===== src/rtl/trap_ctrl_if.sv =====
// trap_ctrl_if: bundles the exec-stage trap events, the CSR port and the fetch redirect handshake.
// Revision: 1.0
`default_nettype none

interface trap_ctrl_if #(
  parameter int XLEN    = 32,
  parameter int NUM_IRQ = 4
);
  logic                exc_valid;
  logic [4:0]          exc_cause;
  logic [XLEN-1:0]     exc_pc;
  logic [XLEN-1:0]     exc_tval;
  logic [NUM_IRQ-1:0]  irq;
  logic                boundary_valid;
  logic [XLEN-1:0]     boundary_pc;
  logic                mret_valid;
  logic                csr_we;
  logic [11:0]         csr_addr;
  logic [XLEN-1:0]     csr_wdata;
  logic [XLEN-1:0]     csr_rdata;
  logic                csr_illegal;
  logic                redirect_valid;
  logic [XLEN-1:0]     redirect_pc;
  logic                redirect_ready;

  modport master (
    output exc_valid, exc_cause, exc_pc, exc_tval, irq, boundary_valid, boundary_pc,
           mret_valid, csr_we, csr_addr, csr_wdata, redirect_ready,
    input  csr_rdata, csr_illegal, redirect_valid, redirect_pc
  );

  modport slave (
    input  exc_valid, exc_cause, exc_pc, exc_tval, irq, boundary_valid, boundary_pc,
           mret_valid, csr_we, csr_addr, csr_wdata, redirect_ready,
    output csr_rdata, csr_illegal, redirect_valid, redirect_pc
  );
endinterface

`default_nettype wire


===== src/rtl/trap_ctrl.sv =====
// trap_ctrl: machine-mode trap CSRs, exception/interrupt/MRET sequencing and fetch redirect.
// Revision: 1.0
`default_nettype none

module trap_ctrl #(
  parameter int              XLEN           = 32,
  parameter int              NUM_IRQ        = 4,
  parameter int              IRQ_CAUSE_BASE = 16,
  parameter logic [XLEN-1:0] RESET_MTVEC    = '0
) (
  input  logic         clk,
  input  logic         rst,
  trap_ctrl_if.slave   bus
);

  localparam logic [0:0]      S_IDLE     = 1'b0;
  localparam logic [0:0]      S_REDIRECT = 1'b1;
  localparam logic [11:0]     A_MSTATUS  = 12'h300;
  localparam logic [11:0]     A_MIE      = 12'h304;
  localparam logic [11:0]     A_MTVEC    = 12'h305;
  localparam logic [11:0]     A_MSCRATCH = 12'h340;
  localparam logic [11:0]     A_MEPC     = 12'h341;
  localparam logic [11:0]     A_MCAUSE   = 12'h342;
  localparam logic [11:0]     A_MTVAL    = 12'h343;
  localparam logic [11:0]     A_MIP      = 12'h344;
  localparam logic [XLEN-1:0] ALIGN_MASK = ~XLEN'(3);

  logic [0:0]         state_q, state_d;
  logic               mst_mie_q, mst_mpie_q;
  logic [NUM_IRQ-1:0] mie_q;
  logic [XLEN-1:0]    mtvec_q, mscratch_q, mepc_q, mcause_q, mtval_q, redirect_pc_q;

  logic [NUM_IRQ-1:0] irq_pend;
  logic               irq_hit;
  logic [3:0]         irq_idx;
  logic [XLEN-1:0]    irq_code, trap_base, int_target, csr_rdata;
  logic               in_idle, exc_take, mret_take, int_take, event_take;
  logic               csr_impl, csr_ro, csr_illegal, csr_wr, redirect_valid;

  // Scanning downward leaves the lowest pending index as the winner.
  always_comb begin
    irq_pend = bus.irq & mie_q;
    irq_hit  = 1'b0;
    irq_idx  = '0;
    for (int i = NUM_IRQ - 1; i >= 0; i--) begin
      if (irq_pend[i]) begin
        irq_hit = 1'b1;
        irq_idx = 4'(i);
      end
    end
  end

  assign irq_code   = XLEN'(IRQ_CAUSE_BASE) + XLEN'(irq_idx);
  assign trap_base  = mtvec_q & ALIGN_MASK;
  assign int_target = (mtvec_q[1:0] == 2'b01) ? trap_base + (irq_code << 2) : trap_base;

  assign in_idle    = (state_q == S_IDLE);
  assign exc_take   = in_idle && bus.exc_valid;
  assign mret_take  = in_idle && !bus.exc_valid && bus.mret_valid;
  assign int_take   = in_idle && !bus.exc_valid && !bus.mret_valid && bus.boundary_valid
                      && mst_mie_q && irq_hit;
  assign event_take = exc_take || mret_take || int_take;

  always_comb begin
    csr_rdata = '0;
    csr_impl  = 1'b1;
    case (bus.csr_addr)
      A_MSTATUS: begin
        csr_rdata[3] = mst_mie_q;
        csr_rdata[7] = mst_mpie_q;
      end
      A_MIE:      csr_rdata[IRQ_CAUSE_BASE +: NUM_IRQ] = mie_q;
      A_MTVEC:    csr_rdata = mtvec_q;
      A_MSCRATCH: csr_rdata = mscratch_q;
      A_MEPC:     csr_rdata = mepc_q;
      A_MCAUSE:   csr_rdata = mcause_q;
      A_MTVAL:    csr_rdata = mtval_q;
      A_MIP:      csr_rdata[IRQ_CAUSE_BASE +: NUM_IRQ] = bus.irq;
      default:    csr_impl = 1'b0;
    endcase
  end

  assign csr_ro      = (bus.csr_addr[11:10] == 2'b11) || (bus.csr_addr == A_MIP);
  assign csr_illegal = !csr_impl || (bus.csr_we && csr_ro);
  assign csr_wr      = in_idle && !event_take && bus.csr_we && !csr_illegal;

  always_ff @(posedge clk or posedge rst) begin
    if (rst) state_q <= S_IDLE;
    else     state_q <= state_d;
  end

  always_comb begin
    state_d = state_q;
    case (state_q)
      S_IDLE:     if (event_take) state_d = S_REDIRECT;
      S_REDIRECT: if (bus.redirect_ready) state_d = S_IDLE;
      default:    state_d = S_IDLE;
    endcase
  end

  always_comb begin
    redirect_valid = (state_q == S_REDIRECT);
  end

  always_ff @(posedge clk or posedge rst) begin
    if (rst) begin
      mst_mie_q     <= 1'b0;
      mst_mpie_q    <= 1'b0;
      mie_q         <= '0;
      mtvec_q       <= RESET_MTVEC;
      mscratch_q    <= '0;
      mepc_q        <= '0;
      mcause_q      <= '0;
      mtval_q       <= '0;
      redirect_pc_q <= '0;
    end else if (exc_take) begin
      mepc_q        <= bus.exc_pc & ALIGN_MASK;
      mcause_q      <= XLEN'(bus.exc_cause);
      mtval_q       <= bus.exc_tval;
      mst_mpie_q    <= mst_mie_q;
      mst_mie_q     <= 1'b0;
      redirect_pc_q <= trap_base;
    end else if (mret_take) begin
      mst_mie_q     <= mst_mpie_q;
      mst_mpie_q    <= 1'b1;
      redirect_pc_q <= mepc_q;
    end else if (int_take) begin
      mepc_q        <= bus.boundary_pc & ALIGN_MASK;
      mcause_q      <= {1'b1, irq_code[XLEN-2:0]};
      mtval_q       <= '0;
      mst_mpie_q    <= mst_mie_q;
      mst_mie_q     <= 1'b0;
      redirect_pc_q <= int_target;
    end else if (csr_wr) begin
      case (bus.csr_addr)
        A_MSTATUS: begin
          mst_mie_q  <= bus.csr_wdata[3];
          mst_mpie_q <= bus.csr_wdata[7];
        end
        A_MIE:      mie_q      <= bus.csr_wdata[IRQ_CAUSE_BASE +: NUM_IRQ];
        A_MTVEC:    mtvec_q    <= bus.csr_wdata;
        A_MSCRATCH: mscratch_q <= bus.csr_wdata;
        A_MEPC:     mepc_q     <= bus.csr_wdata & ALIGN_MASK;
        A_MCAUSE:   mcause_q   <= bus.csr_wdata;
        A_MTVAL:    mtval_q    <= bus.csr_wdata;
        default:    ;
      endcase
    end
  end

  assign bus.csr_rdata      = csr_rdata;
  assign bus.csr_illegal    = csr_illegal;
  assign bus.redirect_valid = redirect_valid;
  assign bus.redirect_pc    = redirect_pc_q;

endmodule

`default_nettype wire


===== src/flat_wrapper.sv =====
// flat-port wrapper written by rule: the top's interface ports become plain ports
module trap_ctrl_flat 
#(
  parameter int              XLEN           = 32,
  parameter int              NUM_IRQ        = 4,
  parameter int              IRQ_CAUSE_BASE = 16,
  parameter logic [XLEN-1:0] RESET_MTVEC    = '0
)
  (clk, rst, bus_exc_valid, bus_exc_cause, bus_exc_pc, bus_exc_tval, bus_irq, bus_boundary_valid, bus_boundary_pc, bus_mret_valid, bus_csr_we, bus_csr_addr, bus_csr_wdata, bus_redirect_ready, bus_csr_rdata, bus_csr_illegal, bus_redirect_valid, bus_redirect_pc);
  trap_ctrl_if #(.XLEN(XLEN), .NUM_IRQ(NUM_IRQ)) bus_i ();
  input  logic clk;
  input  logic rst;
  input wire logic [$bits(bus_i.exc_valid)-1:0] bus_exc_valid;
  input wire logic [$bits(bus_i.exc_cause)-1:0] bus_exc_cause;
  input wire logic [$bits(bus_i.exc_pc)-1:0] bus_exc_pc;
  input wire logic [$bits(bus_i.exc_tval)-1:0] bus_exc_tval;
  input wire logic [$bits(bus_i.irq)-1:0] bus_irq;
  input wire logic [$bits(bus_i.boundary_valid)-1:0] bus_boundary_valid;
  input wire logic [$bits(bus_i.boundary_pc)-1:0] bus_boundary_pc;
  input wire logic [$bits(bus_i.mret_valid)-1:0] bus_mret_valid;
  input wire logic [$bits(bus_i.csr_we)-1:0] bus_csr_we;
  input wire logic [$bits(bus_i.csr_addr)-1:0] bus_csr_addr;
  input wire logic [$bits(bus_i.csr_wdata)-1:0] bus_csr_wdata;
  input wire logic [$bits(bus_i.redirect_ready)-1:0] bus_redirect_ready;
  output wire logic [$bits(bus_i.csr_rdata)-1:0] bus_csr_rdata;
  output wire logic [$bits(bus_i.csr_illegal)-1:0] bus_csr_illegal;
  output wire logic [$bits(bus_i.redirect_valid)-1:0] bus_redirect_valid;
  output wire logic [$bits(bus_i.redirect_pc)-1:0] bus_redirect_pc;
  assign bus_i.exc_valid = bus_exc_valid;
  assign bus_i.exc_cause = bus_exc_cause;
  assign bus_i.exc_pc = bus_exc_pc;
  assign bus_i.exc_tval = bus_exc_tval;
  assign bus_i.irq = bus_irq;
  assign bus_i.boundary_valid = bus_boundary_valid;
  assign bus_i.boundary_pc = bus_boundary_pc;
  assign bus_i.mret_valid = bus_mret_valid;
  assign bus_i.csr_we = bus_csr_we;
  assign bus_i.csr_addr = bus_csr_addr;
  assign bus_i.csr_wdata = bus_csr_wdata;
  assign bus_i.redirect_ready = bus_redirect_ready;
  assign bus_csr_rdata = bus_i.csr_rdata;
  assign bus_csr_illegal = bus_i.csr_illegal;
  assign bus_redirect_valid = bus_i.redirect_valid;
  assign bus_redirect_pc = bus_i.redirect_pc;
  trap_ctrl #(.XLEN(XLEN), .NUM_IRQ(NUM_IRQ), .IRQ_CAUSE_BASE(IRQ_CAUSE_BASE), .RESET_MTVEC(RESET_MTVEC)) u_core (.clk(clk), .rst(rst), .bus(bus_i));
endmodule

===== config.mk =====
export PLATFORM = sky130hd
export DESIGN_NAME = trap_ctrl_flat
export DESIGN_NICKNAME = d
export VERILOG_FILES = /design/src/rtl/trap_ctrl_if.sv /design/src/rtl/trap_ctrl.sv /design/src/flat_wrapper.sv
export SDC_FILE = /design/constraint.sdc
export NUM_CORES = 1
export LEC_CHECK = 0
export BUFFER_PORTS_ARGS = -buffer_cell sky130_fd_sc_hd__buf_2
export CORE_MARGIN = 2
export CORE_UTILIZATION = 60
export DETAILED_ROUTE_END_ITERATION = 10
export GPL_ROUTABILITY_DRIVEN = 1
export GPL_TIMING_DRIVEN = 0
export PLACE_DENSITY = 0.84
export SYNTH_ARGS = -nofsm -noshare
export SYNTH_HDL_FRONTEND = slang
export SYNTH_SLANG_ARGS = --single-unit

===== constraint.sdc =====
create_clock -name clk -period 14.95 [get_ports clk]
set_input_delay 2.2425 -clock clk [delete_from_list [all_inputs] [get_ports clk]]
set_output_delay 2.2425 -clock clk [all_outputs]
set_load 0.02 [all_outputs]

==> out/results.tsv <==
stage	metric	value	unit
run_status	status	completed	
synth	Post-Synthesis Cell Area	10400	µm²
timing	worst-margin pin slew	966	ps
floorplanning	die area	18400	µm²
pwr	Int Power	1.07	mW
final_layout	Final Util	0.725	
placement	Post-DP Area	11800	µm²
pwr	Sw Share	0.394	
synth	register area share after synthesis	0.469	
synth	synth top area cells	dfrtp_1 (47%), nand2_1 (6.8%), a22oi_1 (4.3%)	
synth	main combinational cell family by area after synthesis	compound AO/OA/AOI/OAI gates	
floorplanning	Starting Density	0.608	
synth	Post-synth top flop	dfrtp_1	
floorplanning	area of the core	17100	µm²
synth	Post-synth ARST share	1.00	
floorplanning	IO Pins	222	
clocking	Root Driver	clkbuf_16	
synth	proportion of synthesized area in mux cells	0.123	
synth	Adder-Cell Fraction of Synth Area	0.00433	
pwr	sequential share of power	0.437	
synth	share of the synthesized area in the top cell type	0.469	
clocking	Post-CTS Setup Bufs	0	
timing	FMAX	0.135	GHz
route	vias	10403	
timing	post-layout min period	7420	ps
clocking	CTS hold repair buffers	0	
timing	Worst Clk Skew	9.65	ps
timing	Final period util	0.496	
final_layout	layout cells sized above 1	0.254	
floorplanning	num rows	48	
route	Total Wirelength	38000	µm
synth	cells after synthesis	1080	
global_route	gr ovfl total	0	
clocking	Num CTS Buffers	17	
clocking	Clock Latency Late Sink	460	ps
placement	post-placement cell count	1522	
final_layout	fillers	1260	
run	max cap viols	0	
final_layout	Sequential Area	4880	µm²
final_layout	number of diodes	0	
final_layout	Final Instance Count excl. Fillers	1554	
clocking	clk buf depth	2	
final_layout	area added between synthesis and finish	19.3	%
route	number of remaining DRC errors	0	
worst_setup_path	Critical Path End Type	output pin	
final_layout	# nets final	1475	
worst_setup_path	Worst Setup Start Kind	input pin	
floorplanning	die width	136	µm
clocking	CTS clk-pin slew, worst paths	80	ps
synth	Synth area leader	dfrtp_1	
global_route	largest net degree at the start of global routing	100	
synth	synthesis-stage register bit count	195	
timing	setup TNS	0	ps
route	DRT Pass-1 Iters	7	
pwr	NetSw	0.696	mW
synth	XOR/XNOR share of the synthesized area	0.0152	
timing	Slew headroom	0.355	
final_layout	post-route cell area	12400	µm²
worst_setup_path	Setup Crit Path Kind	input pin to output pin	
clocking	Resized cells post-CTS	0	
worst_setup_path	Worst EP arrival	5180	ps
synth	Synth Area in Simple Gates	0.151	
worst_setup_path	CP Data Required Time	12710	ps
worst_setup_path	Crit Path Max Fanout	10	
timing	# setup viols final	0	
placement	I/O Buffers	215	
timing	final hold slack	497	ps
route	routed vias/inst	6.69	
synth	Yosys warning count	0	
global_route	GRT Total Usage	0.415	
global_route	vias in the first global route	9891	
synth	mean post-synth cell area	9.63	µm²
pwr	Comb pwr share	0.291	
floorplanning	Die Height	136	µm
clocking	CTS tree	yes	
route	WL/cell	24.4	µm
pwr	Leak	5.80	nW
clocking	htree depth	4	
global_route	antenna violations before repair	0	
pwr	clock power share	0.272	
clocking	Sink Count	195	
synth	compound-cell area share of the yosys netlist	0.197	
synth	number of synthesized flops with an enable pin	0	
synth	Cell variety after synth	61	
timing	Slew Limit Fails	0	
timing	Hold Fails Final Rpt	0	
pwr	worst vdd ir	86.2	µV
global_route	first-pass GRT wire length	56600	µm
timing	RSZ-0062 raised after global routing	false	
route	Detail Route Antenna Nets	0	
pwr	PwrDens	142	nW/µm²
route	Initial DRC Count	1453	
placement	GP Congestion	0.995	
final_layout	multi-input logic area	5110	µm²
worst_setup_path	R2R Setup Slk	11170	ps
placement	post-DP HPWL	26900	µm
min_path	Tightest Hold Check Type	flop to flop	
worst paths after layout:
path                            cells after the start                 startpoint                         end
worst max-delay path                               10           bus_csr_addr[11]           bus_csr_rdata[30]
worst min-delay path                                2  u_core.bus.redirect_pc[4]   u_core.bus.redirect_pc[4]
worst max register to register                     12            u_core.mie_q[2]  u_core.bus.redirect_pc[18]
worst min register to register                      2  u_core.bus.redirect_pc[4]   u_core.bus.redirect_pc[4]
max in group asynchronous                           3                        rst         u_core.mcause_q[15]
min in group asynchronous                           2                        rst       u_core.mscratch_q[29]
worst max-delay path: stages:
cell      delay [ps]
buf_2            110
nor4b_2          330
nand2_1          230
nor3b_2          450
nor3b_1          280
clkbuf_1         640
buf_2            480
a22oi_1          120
nand2_1          120
buf_2            170
cells in the final DEF, fill, tap and decap left out, drive strengths merged, types with 5 or more instances in the layout:
cell and instances:
xor2 13, nand2b 7, clkbuf 87, and3 7, o22ai 10, inv 16, a22oi 60, nor3 10
nor2 90, nand2 188, mux2 68, a31oi 34, a21oi 62, nor2b 13, nand4 8, nand3 15
o21ai 58, buf 236, mux2i 40, a222oi 40, xnor2 5, dfrtp 195, a221oi 11
power groups by stage:
stage                     combinational (mW)  clock [mW]  sequential (mW)
after floorplan                        0.270           0            0.779
after global placement                 0.484           0            0.770
after detailed placement               0.501           0            0.772
after CTS                              0.501       0.478            0.764
after global routing                   0.557       0.497            0.778
final                                  0.514       0.480            0.772
logic make-up (layout without fill, tap and decap cells):
logic type	count (synthesis)	count (layout)
buf+inv	98	346
mux	108	108
fa+ha+maj	3	3
compound gates	301	301
other cells	1	2
xor+xnor	18	18
simple gates	356	356
flops	195	195
through the flow:
| stage | worst slack [ps] | total power [mW] |
|---|---|---|
| 6_report | 7530 | 1.77 |
| 5_1_grt | 7360 | 1.83 |
| 4_1_cts | 7620 | 1.74 |
| 3_5_place_dp | 7620 | 1.27 |
| 3_3_place_gp | 5280 | 1.25 |
| 2_1_floorplan | 7400 | 1.05 |
final cells by class:
cell class	instances	share of cell area
multi-input cells	788	0.411
flip-flops and latches	195	0.393
repair buffers	216	0.0889
clock buffers	17	0.0343
plain buffers	90	0.0317
well taps	225	0.0227
clock inverters	15	0.0147
inverters	8	0.00302
cell usage after synthesis (8+ instances only):
cell	number
o21ai_1	13
clkbuf_1	70
buf_2	11
o22ai_1	10
a31oi_1	34
nand3_1	15
a21oi_1	62
a22oi_1	60
mux2i_1	40
nor2b_1	13
inv_1	8
nor2_1	90
a222oi_1	40
nand2_1	188
a221oi_1	11
mux2_4	30
xor2_1	13
nand4_1	8
o21ai_0	45
mux2_2	31
dfrtp_1	195
routing by layer:
metal,part of all wire,up-vias,GRT usage
met2,0.46,799,0.634
met5,0,-,0
met3,0.13,112,0.101
li1,-,4436,-
met1,0.38,5056,0.575
met4,0.038,0,0.166
flip-flops by register name, indices dropped and copies added (netlist names):
register                   flops
u_core.mst_mie_q               1
u_core.mscratch_q             32
u_core.mcause_q               32
u_core.mtval_q                32
u_core.mst_mpie_q              1
u_core.bus.redirect_valid      1
u_core.mie_q                   4
u_core.bus.redirect_pc        30
u_core.mepc_q                 30
u_core.mtvec_q                32
No activity file was read; power rests on OpenSTA's default activity.
